[config.mk]
export PLATFORM = sky130hd
export DESIGN_NAME = pc_fetch_sequencer
export DESIGN_NICKNAME = d
export VERILOG_FILES = /design/src/rtl/riscv_core_pkg.sv /design/src/rtl/pc_wait_timer.sv /design/src/rtl/pc_fetch_sequencer.sv
export SDC_FILE = /design/constraint.sdc
export NUM_CORES = 1
export LEC_CHECK = 0
export ABC_AREA = 1
export CAP_MARGIN = 15
export CELL_PAD_IN_SITES_DETAIL_PLACEMENT = 0
export CELL_PAD_IN_SITES_GLOBAL_PLACEMENT = 1
export CORE_MARGIN = 10
export CORE_UTILIZATION = 34
export DETAILED_ROUTE_END_ITERATION = 6
export GPL_TIMING_DRIVEN = 0
export PLACE_DENSITY = 0.8
export SLEW_MARGIN = 20
export SYNTH_ARGS = -nofsm -noshare
export SYNTH_HDL_FRONTEND = slang
export SYNTH_SLANG_ARGS = --single-unit
[constraint.sdc]
create_clock -name clk -period 2.1 [get_ports clk]
set_input_delay 0.42 -clock clk [delete_from_list [all_inputs] [get_ports clk]]
set_output_delay 0.42 -clock clk [all_outputs]
set_load 0.01 [all_outputs]
[src/rtl/riscv_core_pkg.sv]
// Shared definitions for the RV32I core front end.
// Latency: n/a (types and constants only).
// Backpressure: n/a.
package riscv_core_pkg;

    localparam int XLEN        = 32;
    localparam int INSTR_BYTES = 4;

    localparam logic [XLEN-1:0] DEF_RESET_VECTOR = 32'h0000_0000;
    localparam logic [XLEN-1:0] DEF_TRAP_VECTOR  = 32'h0000_0100;

    typedef enum logic [1:0] {
        ST_BOOT   = 2'd0,
        ST_FETCH  = 2'd1,
        ST_WAIT   = 2'd2,
        ST_HALTED = 2'd3
    } fetch_state_t;

endpackage

[src/rtl/pc_wait_timer.sv]
// Counts consecutive cycles an instruction fetch goes ungranted.
// Latency: count updates one edge after inc/clr; expired is combinational on the count.
// Backpressure: none; saturates at MAX_WAIT, clr wins over inc.
module pc_wait_timer #(
    parameter int MAX_WAIT = 15
) (
    input  logic clk,
    input  logic rst,
    input  logic clr,
    input  logic inc,
    output logic expired
);

    localparam int CW = $clog2(MAX_WAIT + 1);

    logic [CW-1:0] count;

    assign expired = (count == CW'(MAX_WAIT));

    // Wait counter: cleared on handshake / return to FETCH, saturating increment otherwise
    always_ff @(posedge clk) begin
        if (rst) begin
            count <= '0;
        end else if (clr) begin
            count <= '0;
        end else if (inc && !expired) begin
            count <= count + 1'b1;
        end
    end

endmodule

[src/rtl/pc_fetch_sequencer.sv]
// PC sequencer and imem request handshake for the single-cycle RV32I core.
// Latency: redirect at the handshake edge is the fetch address next cycle.
// Backpressure: imem_gnt low or stall holds the PC; redirects seen meanwhile are kept as pending.
// Optional feature: PC_MISALIGN_TRAP_EN sends misaligned redirects to TRAP_VECTOR.
module pc_fetch_sequencer
    import riscv_core_pkg::*;
#(
    parameter logic [XLEN-1:0] RESET_VECTOR = DEF_RESET_VECTOR,
    parameter logic [XLEN-1:0] TRAP_VECTOR  = DEF_TRAP_VECTOR,
    parameter int              MAX_WAIT     = 15
) (
    input  logic            clk,
    input  logic            rst,
    input  logic            stall,
    output logic            imem_req,
    output logic [XLEN-1:0] imem_addr,
    input  logic            imem_gnt,
    input  logic            redirect_valid,
    input  logic [XLEN-1:0] redirect_target,
    input  logic            halt_req,
    output logic [XLEN-1:0] instruct_address,
    output logic            fetch_valid,
    output logic            halted,
    output logic            bus_err,
    output logic            misalign
);

    fetch_state_t    state_q, state_d;
    logic [XLEN-1:0] pc_q;
    logic [XLEN-1:0] pend_q;
    logic            pend_vld_q;
    logic            bus_err_q;

    logic            handshake;
    logic            advance;
    logic            use_target;
    logic [XLEN-1:0] sel_target;
    logic [XLEN-1:0] target_pc;
    logic            target_bad;
    logic [XLEN-1:0] next_pc;
    logic            timer_clr;
    logic            timer_inc;
    logic            timer_expired;

    assign imem_req         = (state_q == ST_FETCH) || (state_q == ST_WAIT);
    assign handshake        = imem_req && imem_gnt && !stall;
    assign advance          = handshake && !halt_req;
    assign fetch_valid      = handshake;
    assign imem_addr        = pc_q;
    assign instruct_address = pc_q;
    assign halted           = (state_q == ST_HALTED);
    assign bus_err          = bus_err_q;

    // A live redirect beats the one remembered from a blocked cycle
    assign use_target = redirect_valid || pend_vld_q;
    assign sel_target = redirect_valid ? redirect_target : pend_q;

`ifdef PC_MISALIGN_TRAP_EN
    logic misalign_q;

    assign target_bad = use_target && (sel_target[1:0] != 2'b00);
    assign target_pc  = target_bad ? TRAP_VECTOR : sel_target;
    assign misalign   = misalign_q;

    // Misalign pulse lines up with the cycle the trap vector is being fetched
    always_ff @(posedge clk) begin
        if (rst) begin
            misalign_q <= 1'b0;
        end else begin
            misalign_q <= advance && target_bad;
        end
    end
`else
    logic unused_trap_vector;

    assign unused_trap_vector = ^TRAP_VECTOR;
    assign target_bad         = 1'b0;
    assign target_pc          = sel_target & ~32'h0000_0003;
    assign misalign           = 1'b0;
`endif

    assign next_pc = use_target ? target_pc : (pc_q + 32'(INSTR_BYTES));

    // Timer counts every ungranted request cycle, including the one that leaves FETCH
    assign timer_inc = imem_req && !imem_gnt;
    assign timer_clr = handshake || ((state_q == ST_WAIT) && imem_gnt);

    pc_wait_timer #(
        .MAX_WAIT (MAX_WAIT)
    ) u_wait_timer (
        .clk     (clk),
        .rst     (rst),
        .clr     (timer_clr),
        .inc     (timer_inc),
        .expired (timer_expired)
    );

    // Next-state: boot once, fetch/wait on the grant, halt on halt_req or timeout
    always_comb begin
        state_d = state_q;
        unique case (state_q)
            ST_BOOT: begin
                state_d = ST_FETCH;
            end
            ST_FETCH: begin
                if (handshake && halt_req) begin
                    state_d = ST_HALTED;
                end else if (!imem_gnt) begin
                    state_d = ST_WAIT;
                end
            end
            ST_WAIT: begin
                if (imem_gnt) begin
                    state_d = (handshake && halt_req) ? ST_HALTED : ST_FETCH;
                end else if (timer_expired) begin
                    state_d = ST_HALTED;
                end
            end
            ST_HALTED: begin
                state_d = ST_HALTED;
            end
            default: begin
                state_d = ST_HALTED;
            end
        endcase
    end

    // State, PC, pending redirect and sticky bus error
    always_ff @(posedge clk) begin
        if (rst) begin
            state_q    <= ST_BOOT;
            pc_q       <= RESET_VECTOR;
            pend_q     <= '0;
            pend_vld_q <= 1'b0;
            bus_err_q  <= 1'b0;
        end else begin
            state_q <= state_d;
            if (advance) begin
                pc_q <= next_pc;
            end
            if (handshake) begin
                pend_vld_q <= 1'b0;
            end else if (imem_req && redirect_valid) begin
                pend_q     <= redirect_target;
                pend_vld_q <= 1'b1;
            end
            if ((state_q == ST_WAIT) && !imem_gnt && timer_expired) begin
                bus_err_q <= 1'b1;
            end
        end
    end

endmodule
After elaboration in Yosys (flattened, before gate mapping)
Cells that the tools add are included.
{"block": "classes", "add_sub_neg": 2, "n_mul": 0, "n_div": 0, "magnitude_cmp": 0, "eq_ne": 6, "shift": 0, "muxes": 8, "bitwise": 1, "reduce_logical": 22}
{"cell": "32-bit two-way mux", "count": 2}
{"cell": "32-bit by 3-bit adder with 32-bit output (second input constant)", "count": 1}
{"cell": "1-bit logical AND", "count": 10}
{"cell": "2-bit two-way mux", "count": 5}
{"cell": "2-bit one-hot mux with 4 select lines", "count": 1}
{"cell": "4-bit by 1-bit adder with 4-bit output (second input constant)", "count": 1}
{"cell": "2-bit == test (second input constant)", "count": 2}
{"cell": "4-bit == test (second input constant)", "count": 1}
{"cell": "1-bit logical NOT", "count": 4}
{"cell": "2-bit AND reduction", "count": 2}
{"cell": "2-bit OR reduction", "count": 2}
{"cell": "1-bit logical OR", "count": 3}
{"cell": "3-bit by 2-bit != test with 1-bit output (second input constant)", "count": 1}
{"cell": "3-bit != test (second input constant)", "count": 1}
{"cell": "2-bit by 1-bit == test with 1-bit output (second input constant)", "count": 1}
{"cell": "2-bit logical NOT", "count": 1}
{"cell": "1-bit NOT", "count": 1}
{"block": "totals", "reg_bits": 72, "latch_bits": 0, "ramBits": 0, "mem_bits_ro": 0, "inputBits": 38, "output_inout_bits": 69, "wordCells": 45, "n_memories": 0}

Longest topological paths before layout
Gate-level depths: netlist (run 1).
{"block": "depth", "word_depth": 8, "ltp_mapped": 10, "mapped_depth_nobuf": 10}

Modules after synthesis
From an unflattened synthesis (run 1), not the netlist that was laid out.
{"block": "hier_totals", "cells_unflattened": 675, "area_unflattened_um2": 4411.7}
{"module": "pc_fetch_sequencer", "n_inst": 1, "cells_per_inst": 646, "area_each_um2": 4211.5, "seq_area_each_um2": 1281.2}
{"module": "pc_wait_timer", "n_inst": 1, "cells_per_inst": 29, "area_each_um2": 200.2, "seq_area_each_um2": 80.1}

Worst setup path after synthesis (run 1)
No wires, ideal clock.
{"block": "synth_timing", "kind": "register to register", "startpoint": "register state_q[0]", "endpoint": "register pc_q[19] (netlist: imem_addr[19])", "setup_time_ns": 0.122, "t_arrival_ns": 1.588, "t_required_ns": 1.978, "setup_slack_ns": 0.390, "stages_incl_launch_ff": 11, "n_path_buf": 1, "period_less_slack_ns": 1.710, "path_cell_list": "dfxtp_1 > inv_1 > ha_1 > nand2_2 > nor2_4 > inv_4 > nor2_8 > buf_6 > o21ai_0 > inv_1 > a21oi_2"}
{"block": "synth_between", "elab_chain_len": 5, "word_cells_on_any_way": 6, "cone_classes": "eq/ne (2); reduce/logical (4)"}
{"element": "start: declaration", "line_no": "pc_fetch_sequencer.sv:28", "source": "fetch_state_t state_q, state_d;"}
{"element": "start signal: assignment", "line_no": "pc_fetch_sequencer.sv:137", "source": "state_q <= state_d;"}
{"element": "2-bit by 1-bit == test with 1-bit output / 2-bit == test (equally long branches)", "line_no": "pc_fetch_sequencer.sv:45", "source": "assign imem_req = (state_q == ST_FETCH) || (state_q == ST_WAIT);"}
{"element": "1-bit logical OR (*)", "line_no": "pc_fetch_sequencer.sv:45"}
{"element": "net imem_req", "line_no": "pc_fetch_sequencer.sv:15", "source": "output logic imem_req,"}
{"element": "1-bit logical AND (*) (2 in series)", "line_no": "pc_fetch_sequencer.sv:46", "source": "assign handshake = imem_req && imem_gnt && !stall;"}
{"element": "net fetch_valid", "line_no": "pc_fetch_sequencer.sv:22", "source": "output logic fetch_valid,"}
{"element": "1-bit logical AND (*)", "line_no": "pc_fetch_sequencer.sv:47", "source": "assign advance = handshake && !halt_req;"}
{"element": "end signal: assignment", "line_no": "pc_fetch_sequencer.sv:139", "source": "pc_q <= next_pc;"}
{"element": "end: declaration", "line_no": "pc_fetch_sequencer.sv:29", "source": "logic [XLEN-1:0] pc_q;"}
The timed path passes the listed nets; every way through them passes the cells marked *.
A chain may end at the register's enable or synchronous reset.

Worst setup path in the final report (run 1)
{"block": "layout_timing", "startpoint": "register state_q[1]", "endpoint": "output port fetch_valid"}
{"block": "layout_between", "elab_chain_len": 4, "word_cells_on_any_way": 5, "cone_classes": "eq/ne (2); reduce/logical (3)"}
{"element": "2-bit by 1-bit == test with 1-bit output / 2-bit == test (equally long branches)", "line_no": "pc_fetch_sequencer.sv:45"}
{"element": "1-bit logical OR (*)", "line_no": "pc_fetch_sequencer.sv:45"}
{"element": "1-bit logical AND (*) (2 in series)", "line_no": "pc_fetch_sequencer.sv:46"}
{"element": "end: declaration", "line_no": "pc_fetch_sequencer.sv:22"}
Every way passes the cells marked *; elsewhere a longest branch is shown, timed or not.

==> flow_metrics.tcl, run 1 <==
set metrics [dict create \
    synthCells 667 \
    skew_ns 0.00933 \
    path_cells "inv_1 > ha_4 > nand2_2 > nor2_4 > clkdlybuf4s15_2" \
    dp_hpwl_mm 10.8 \
    track_usage_pct 15.7 \
    max_freq_mhz 497 \
    gp_congestion 0.830 \
    num_rows 40 \
    syn_area_um2 4290 \
    grt_overflow 0 \
    core_um2 12200 \
    ys_types 33 \
    synth.top_cells.by_area "dfxtp_1, nor2_1, o21ai_0" \
    cp.arrival_ns 1.59 \
    place_ws_ns -0.194 \
    postPlaceCellArea_um2 5490 \
    ys_warn_count 0 \
    drive_gt1_share_pct 14.1 \
    p_leak_nw 2.38 \
    path_clk_slew_ns 0.05 \
    initial_core_util_pct 35.3 \
    drt_first_pass_iters 6 \
    num_vias 4503 \
    tightest_slew_ns 0.541 \
    power_density_nw_per_um2 927 \
    drv_slew 0 \
    io_pins 107 \
    min_path_type "reg2reg" \
    clockRootBuffer "clkbuf_16" \
    grt_pass1_vias 4357 \
    yosys.area.top_type_share_pct 31.7 \
    grt_max_degree 12 \
    cp-end-kind "output port" \
    cts_hold_buf 0 \
    status "complete, no violations" \
    timing.final.crit_period_ns 2.01 \
    worst_path_max_delay_cell "dfxtp_1" \
    ys_seq_area_share_pct 31.7 \
    max_slew_margin_pct 64.0 \
    min_path_cells 2 \
    ys_ff_latch 68 \
    synth_top_flop_cell "dfxtp_1" \
    cts_buffer_depth 2 \
    max_stage_delay_ns 0.37 \
    htreeDepth 3 \
    yosysTopAreaCell "dfxtp_1" \
    cts_tree "done" \
    multi_input_area_um2 2310 \
    path_class "reg2out" \
    cp.required_ns 1.68 \
    syn_to_final_growth_pct 36.5 \
    wl_mm 14.2 \
    n_antenna_cell 0 \
    synth_edf_count 0 \
    clock_sinks 68 \
    critPathMaxFanout 5 \
    drt_iter0_drc 390 \
    synth_area_per_cell_um2 6.43 \
    viasPerCell 4.72 \
    synth.most_common_cell "nor2_1" \
    die_h_um 132 \
    ant_nets 0 \
    area.sequential_um2 1360 \
    reg2reg_depth 11 \
    fillers 1245 \
    report.final.hold_viol_count 0 \
    fin_crit_sh_pct 95.8 \
    antenna_found_initial 0 \
    setup_ws_ns 0.0877 \
    grt_pass1_wl_mm 22.9 \
    nNetsFinal 825 \
    portBuffers 98 \
    die_area_um2 17500 \
    drcViolationCount 0 \
    finalInstanceArea_um2 5850 \
    synth_common_cells "nor2_1, o21ai_0, nand2_1, dfxtp_1, inv_1" \
    max-cap-violations 0 \
    clk-insertion-delay-late_ns 0.34 \
    die_x_um 132 \
    cts_buffers 9 \
    wl_per_cell_um 14.9 \
    irDropWorstVdd_mv 0.471 \
    async_flop_share_pct 0 \
    startpoint_type "flip-flop" \
    finalSetupViolCount 0 \
]
[state kept, by name (all words and copies together), names as in the netlist]
signal / flops
u_wait_timer.count: 4
pend_vld_q: 1
imem_addr: 30
pend_q: 30
state_q: 2
bus_err: 1
[final timing paths]
kind                      startpoint                          to  slack [ns]
max          state_q[1]$_SDFFE_PP0P_                 fetch_valid        0.09
min             bus_err$_SDFFE_PP0P_        bus_err$_SDFFE_PP0P_        0.47
max reg2reg  state_q[1]$_SDFFE_PP0P_  imem_addr[28]$_SDFFE_PP0P_        0.17
min reg2reg     bus_err$_SDFFE_PP0P_        bus_err$_SDFFE_PP0P_        0.47
[power by group]
group | switching (W) | internal, W | total (W) | leakage, nW
registers | 0.000267 | 0.00163 | 0.00189 | 0.555
clock network | 0.000582 | 0.00105 | 0.00163 | 0.158
logic | 0.00105 | 0.000852 | 0.00190 | 1.67
[critical path: cells and delay by family, from the launching register on]
family | cells | cell delay (ns)
flip-flops | 1 | 0.37
buffers and inverters | 2 | 0.36
adder cells (fa/ha/maj) | 1 | 0.31
AND/OR/NAND/NOR | 2 | 0.21
[cell families after synthesis]
| group | Yosys count | synth area share [%] |
|---|---|---|
| XOR/XNOR | 1 | 0.204 |
| AO/OA/AOI/OAI | 159 | 20.0 |
| AND/OR/NAND/NOR | 311 | 31.3 |
| other | 1 | 0.0875 |
| flip-flops | 68 | 31.7 |
| buffers and inverters | 121 | 15.0 |
| adder cells (fa/ha/maj) | 6 | 1.75 |
[layout make-up]
class | instances | share of cell area, %
Tap cell | 168 | 3.59
Inverter | 57 | 3.70
Buffer | 64 | 7.29
Timing Repair Buffer | 99 | 17.1
Sequential cell | 68 | 23.3
Clock buffer | 13 | 4.79
Multi-Input combinational cell | 482 | 39.5
Clock inverter | 3 | 0.727
[cell usage in the layout (no fill, tap or decap), types with 6 or more instances in the layout]
master and n:
clkdlybuf4s50_1 96, o21ai_1 10, nand2_1 82, a21oi_2 12, nor2_1 160, a21oi_1 39, clkbuf_16 9, buf_2 10
buf_4 35, dfxtp_1 67, inv_1 54, nor2_4 7, clkbuf_1 12, o21ai_0 89, nor2_2 7, nand3_1 37
nand2_2 6
[through the flow]
stage	total power (W)	utilization (%)	instances	hold slack [ns]	setup TNS [ns]
2_1_floorplan	0.00300	-	671	0.448	0
3_3_place_gp	0.00373	45.2	937	0.458	-0.163
3_5_place_dp	0.00377	45.2	937	0.465	-0.252
4_1_cts	0.00539	47.8	953	0.478	-0.0501
5_1_grt	0.00576	48.1	954	0.505	-0.00807
6_report	0.00543	48.1	954	0.473	0
[per-layer routing]
layer	up-vias	global-route usage, %	wire [um]
met1	2022	20.4	6500
met2	129	24.9	6470
li1	2339	-	-
met3	13	4.46	1080
met5	-	0	0
met4	0	4.16	129
[timing repair]
action                                  CTS  global route
endpoints found under the setup margin    2             1
hold endpoints to repair                  0             0
pin swaps                                 0             1
gates resized for setup                   5             4
buffers inserted                          0             1
Note: power is estimated with default switching activity, not from simulation.
==> inputs of run 2 (changes only) <==
--- a/config.mk
+++ b/config.mk
@@ -7,13 +7,11 @@
 export LEC_CHECK = 0
 export ABC_AREA = 1
 export CAP_MARGIN = 15
-export CELL_PAD_IN_SITES_DETAIL_PLACEMENT = 0
-export CELL_PAD_IN_SITES_GLOBAL_PLACEMENT = 1
 export CORE_MARGIN = 10
-export CORE_UTILIZATION = 34
+export CORE_UTILIZATION = 35
 export DETAILED_ROUTE_END_ITERATION = 6
 export GPL_TIMING_DRIVEN = 0
-export PLACE_DENSITY = 0.8
+export PLACE_DENSITY = 0.6
 export SLEW_MARGIN = 20
 export SYNTH_ARGS = -nofsm -noshare
 export SYNTH_HDL_FRONTEND = slang
==> flow_metrics.tcl, run 2 (same netlist as run 1, synthesis figures left out) <==
set metrics [dict create \
    fin_cells 933 \
    postPlaceCellArea_um2 5470 \
    cp.required_ns 1.68 \
    antenna_found_initial 0 \
    startpoint_type "flip-flop" \
    max-cap-violations 0 \
    tns_ns 0 \
    status "complete, no violations" \
    fin_crit_sh_pct 95.7 \
    drt_iter0_drc 387 \
    grt_pass1_vias 4182 \
    dp_hpwl_mm 10.6 \
    finalInstanceArea_um2 5750 \
    place_ws_ns -0.173 \
    cts_tree "done" \
    num_vias 4555 \
    path_clk_slew_ns 0.06 \
    power_w 0.00516 \
    n_antenna_cell 0 \
    portBuffers 98 \
    num_rows 40 \
    report.final.hold_viol_count 0 \
    grt_overflow 0 \
    htreeDepth 3 \
    clock_sinks 68 \
    rsz0062_at_grt "false" \
    path_class "reg2out" \
    grt_max_degree 11 \
    worst_path_max_delay_cell "dfxtp_1" \
    cts_buffer_depth 2 \
    p_leak_nw 2.35 \
    clockRootBuffer "clkbuf_16" \
    wl_per_cell_um 14.8 \
    drcViolationCount 0 \
    tightest_slew_ns 0.525 \
    syn_to_final_growth_pct 34.1 \
    setup_ws_ns 0.0902 \
    finalSetupViolCount 0 \
    viasPerCell 4.88 \
    cts_buffers 9 \
    clk-insertion-delay-late_ns 0.33 \
    irDropWorstVdd_mv 0.467 \
    final_cell_mix "nor2_1, clkdlybuf4s50_1, o21ai_0" \
    grt_pass1_wl_mm 21.8 \
    gp_congestion 0.865 \
    critical_path_buf_inv_count 2 \
    drive_gt1_share_pct 13.4 \
    path_cells "inv_1 > ha_4 > nand2_2 > nor2_4 > clkdlybuf4s15_2" \
    track_usage_pct 16.0 \
    initial_core_util_pct 35.7 \
    cp_top_family "flip-flops" \
    timing.final.crit_period_ns 2.01 \
    io_pins 107 \
    core_um2 12000 \
    cts_hold_buf 0 \
    ant_nets 0 \
    max_slew_margin_pct 65.0 \
    skew_ns 0.00985 \
    cp.arrival_ns 1.59 \
    max_freq_mhz 498 \
    layout_commonest_cell "nor2_1" \
    dp.cells 916 \
    min_path_type "reg2reg" \
    critPathMaxFanout 5 \
    die_area_um2 17100 \
    cp-end-kind "output port" \
    power_density_nw_per_um2 898 \
    drt_first_pass_iters 5 \
    nNetsFinal 825 \
    max_stage_delay_ns 0.37 \
    die_x_um 131 \
    die_h_um 131 \
    drv_slew 0 \
    wl_mm 13.8 \
]
run 2: changes by cell type in the layout (fill, tap and decap cells not counted), sizes merged:
cell / delta
bufinv: -1
clkbuf: +1
clkinv: +1
clkinvlp: -1
run 2: worst paths after layout:
check | slack, ns | from | cells past startpoint | endpoint
worst max-delay path | 0.09 | state_q[1]$_SDFFE_PP0P_ | 5 | fetch_valid
worst min-delay path | 0.48 | bus_err$_SDFFE_PP0P_ | 2 | bus_err$_SDFFE_PP0P_
worst max register to register | 0.18 | state_q[1]$_SDFFE_PP0P_ | 11 | imem_addr[26]$_SDFFE_PP0P_
worst min register to register | 0.48 | bus_err$_SDFFE_PP0P_ | 2 | bus_err$_SDFFE_PP0P_
run 2: cell type report:
| cell class | count | area [um2] |
|---|---|---|
| Multi-Input combinational cell | 482 | 2310 |
| Tap cell | 147 | 184 |
| Inverter | 57 | 216 |
| Timing Repair Buffer | 99 | 988 |
| Clock inverter | 2 | 10.0 |
| Sequential cell | 68 | 1360 |
| Buffer | 64 | 425 |
| Fill cell | 1234 | 6260 |
| Clock buffer | 14 | 254 |
run 2: worst register-to-register path, cell delays in order, from the launching register on:
cell     delay (ns)
dfxtp_1        0.37
inv_1          0.12
ha_4           0.32
nand2_2        0.07
nor2_4         0.14
buf_4          0.14
inv_4          0.04
nor2_8         0.16
buf_8          0.17
o21ai_0        0.10
inv_1          0.11
a21oi_2        0.06
run 2: timing repair:
| action | 4_1_cts | 5_1_grt |
|---|---|---|
| buffers inserted | 0 | 1 |
| resized for setup | 5 | 1 |
| endpoints found under the setup margin | 2 | 1 |
| pin swaps | 0 | 1 |
run 2: power breakdown:
group | total (W) | internal (W) | switching, W
clock | 0.00139 | 0.000830 | 0.000561
sequential | 0.00189 | 0.00163 | 0.000265
combinational | 0.00188 | 0.000839 | 0.00104
run 2: metrics by stage:
stage	hold slack [ns]	utilization, %
floorplan	0.448	-
global placement	0.463	45.5
detailed placement	0.468	45.5
CTS	0.486	47.7
global route	0.521	47.9
finish	0.477	47.9
run 2: per-layer routing:
metal	vias to the layer above	GRT usage [%]	part of all wire, %
li1	2343	-	-
met4	0	4.12	1.3
met1	2032	20.9	44
met5	-	0	0
met3	13	4.07	9.0
met2	167	25.6	45
==> RTL change (config.mk and constraints of run 1) <==
Encoding of `fetch_state_t`: now one-hot (4 bits for 4 states).
--- a/src/rtl/riscv_core_pkg.sv
+++ b/src/rtl/riscv_core_pkg.sv
@@ -10,9 +10,9 @@
     localparam logic [XLEN-1:0] DEF_TRAP_VECTOR  = 32'h0000_0100;
 
-    typedef enum logic [1:0] {
-        ST_BOOT   = 2'd0,
-        ST_FETCH  = 2'd1,
-        ST_WAIT   = 2'd2,
-        ST_HALTED = 2'd3
+    typedef enum logic [3:0] {
+        ST_BOOT   = 4'b0001,
+        ST_FETCH  = 4'b0010,
+        ST_WAIT   = 4'b0100,
+        ST_HALTED = 4'b1000
     } fetch_state_t;
 
Function: no difference found for any inputs over 10 cycles, from zero or initial values and one cycle with rst high; not proved beyond that.
==> RTL change against run 1 <==
Synthesized area rose by 3.8%. Critical path depth fell by 1. Sequential cell count rose by 2. Clock skew fell by 0.0031 ns. Final cell count rose by 3.9%. Cell area rose by 2.9%. Wire length rose by 2.7%. Die area rose by 3.2%. Worst hold slack got worse by 0.024 ns. Synthesized cell count rose by 5.1%. Worst setup slack got worse by 0.021 ns.
Power is not compared: it rests on default switching activity, and its combinational part moved more than twofold at a synthesized area within 25%.
==> RTL change: results (changes against run 1) <==
| Metric | Value |
|---|---|
| Synth top cells by count | `159 x nand2_1, 149 x nor2_1, 70 x dfxtp_1, 56 x o21ai_1, 51 x a21oi_1` |
| First-pass GRT wire length | `24.3 mm (+5.8%)` |
| Post-synthesis xor/xnor area fraction | `1.97% (+1.8 points)` |
| Synth Register Bits | `70 (+2.9%)` |
| FF+latch area | `1400 um2 (+2.9%)` |
| Vias/cell | `4.73 (+0.22%)` |
| Fill count | `1348 (+8.3%)` |
| Status | `finished clean` |
| Worst hold path depth | `3 (+1)` |
| R2r setup slk | `0.20 ns (+0.03 ns)` |
| 1st-iter DRT viols | `313 (-20%)` |
| Non-clock buffer share | `24.5% (+0.13 points)` |
| Adder-cell area share of the yosys netlist | `0.562% (-1.2 points)` |
| Fin cells | `991 (+3.9%)` |
| Non-clk bufs | `165 (+1.2%)` |
| Capturing point of the worst reg2reg path | `imem_addr[18]` |
| Inverter count | `45 (-21%)` |
| Met3 Track Usage GR | `2.99% (-1.5 points)` |
| DRT Pass-1 Iters | `5 (-1)` |
| Post-synthesis sequential area ratio | `31.5% (-0.25 points)` |
| Placed Instance Area | `5660 um2 (+3.0%)` |
| Layout Nets | `855 (+3.6%)` |
| Post-layout instance area | `6020 um2 (+2.9%)` |
| Routed length on met1 | `7.19 mm (+11%)` |
| Drt total wl | `14.6 mm (+2.7%)` |
| Slowest CP cell | `clkdlybuf4s50_1` |
| Rel. slew slack | `62.6% (-1.3 points)` |
| Dpl cells | `975 (+4.1%)` |
==> RTL change: worst min-delay path by stage <==
stage,start,endpoint,slack [ns]
3_3_place_gp,bus_err,bus_err,0.45
2_1_floorplan,pend_q[10],pend_q[10],0.46
5_1_grt,redirect_valid,pend_vld_q,0.47
6_report,redirect_valid,pend_vld_q,0.45
3_5_place_dp,bus_err,bus_err,0.47
4_1_cts,redirect_valid,pend_vld_q,0.45
==> RTL change: critical path: cells and delay by family (launching register included) <==
family / cells / cell delay (ns)
buffers and inverters: 1 / 0.54
flip-flops: 1 / 0.36
AND/OR/NAND/NOR: 3 / 0.37
==> RTL change: repair_timing <==
| item | in CTS | in global routing |
|---|---|---|
| resized for setup | 1 | 4 |
| endpoints found under the setup margin | 1 | 3 |
| pin swaps | 0 | 2 |
| hold endpoints to repair | 0 | 0 |
| setup buffers | 0 | 1 |
| gates cloned | 0 | 0 |
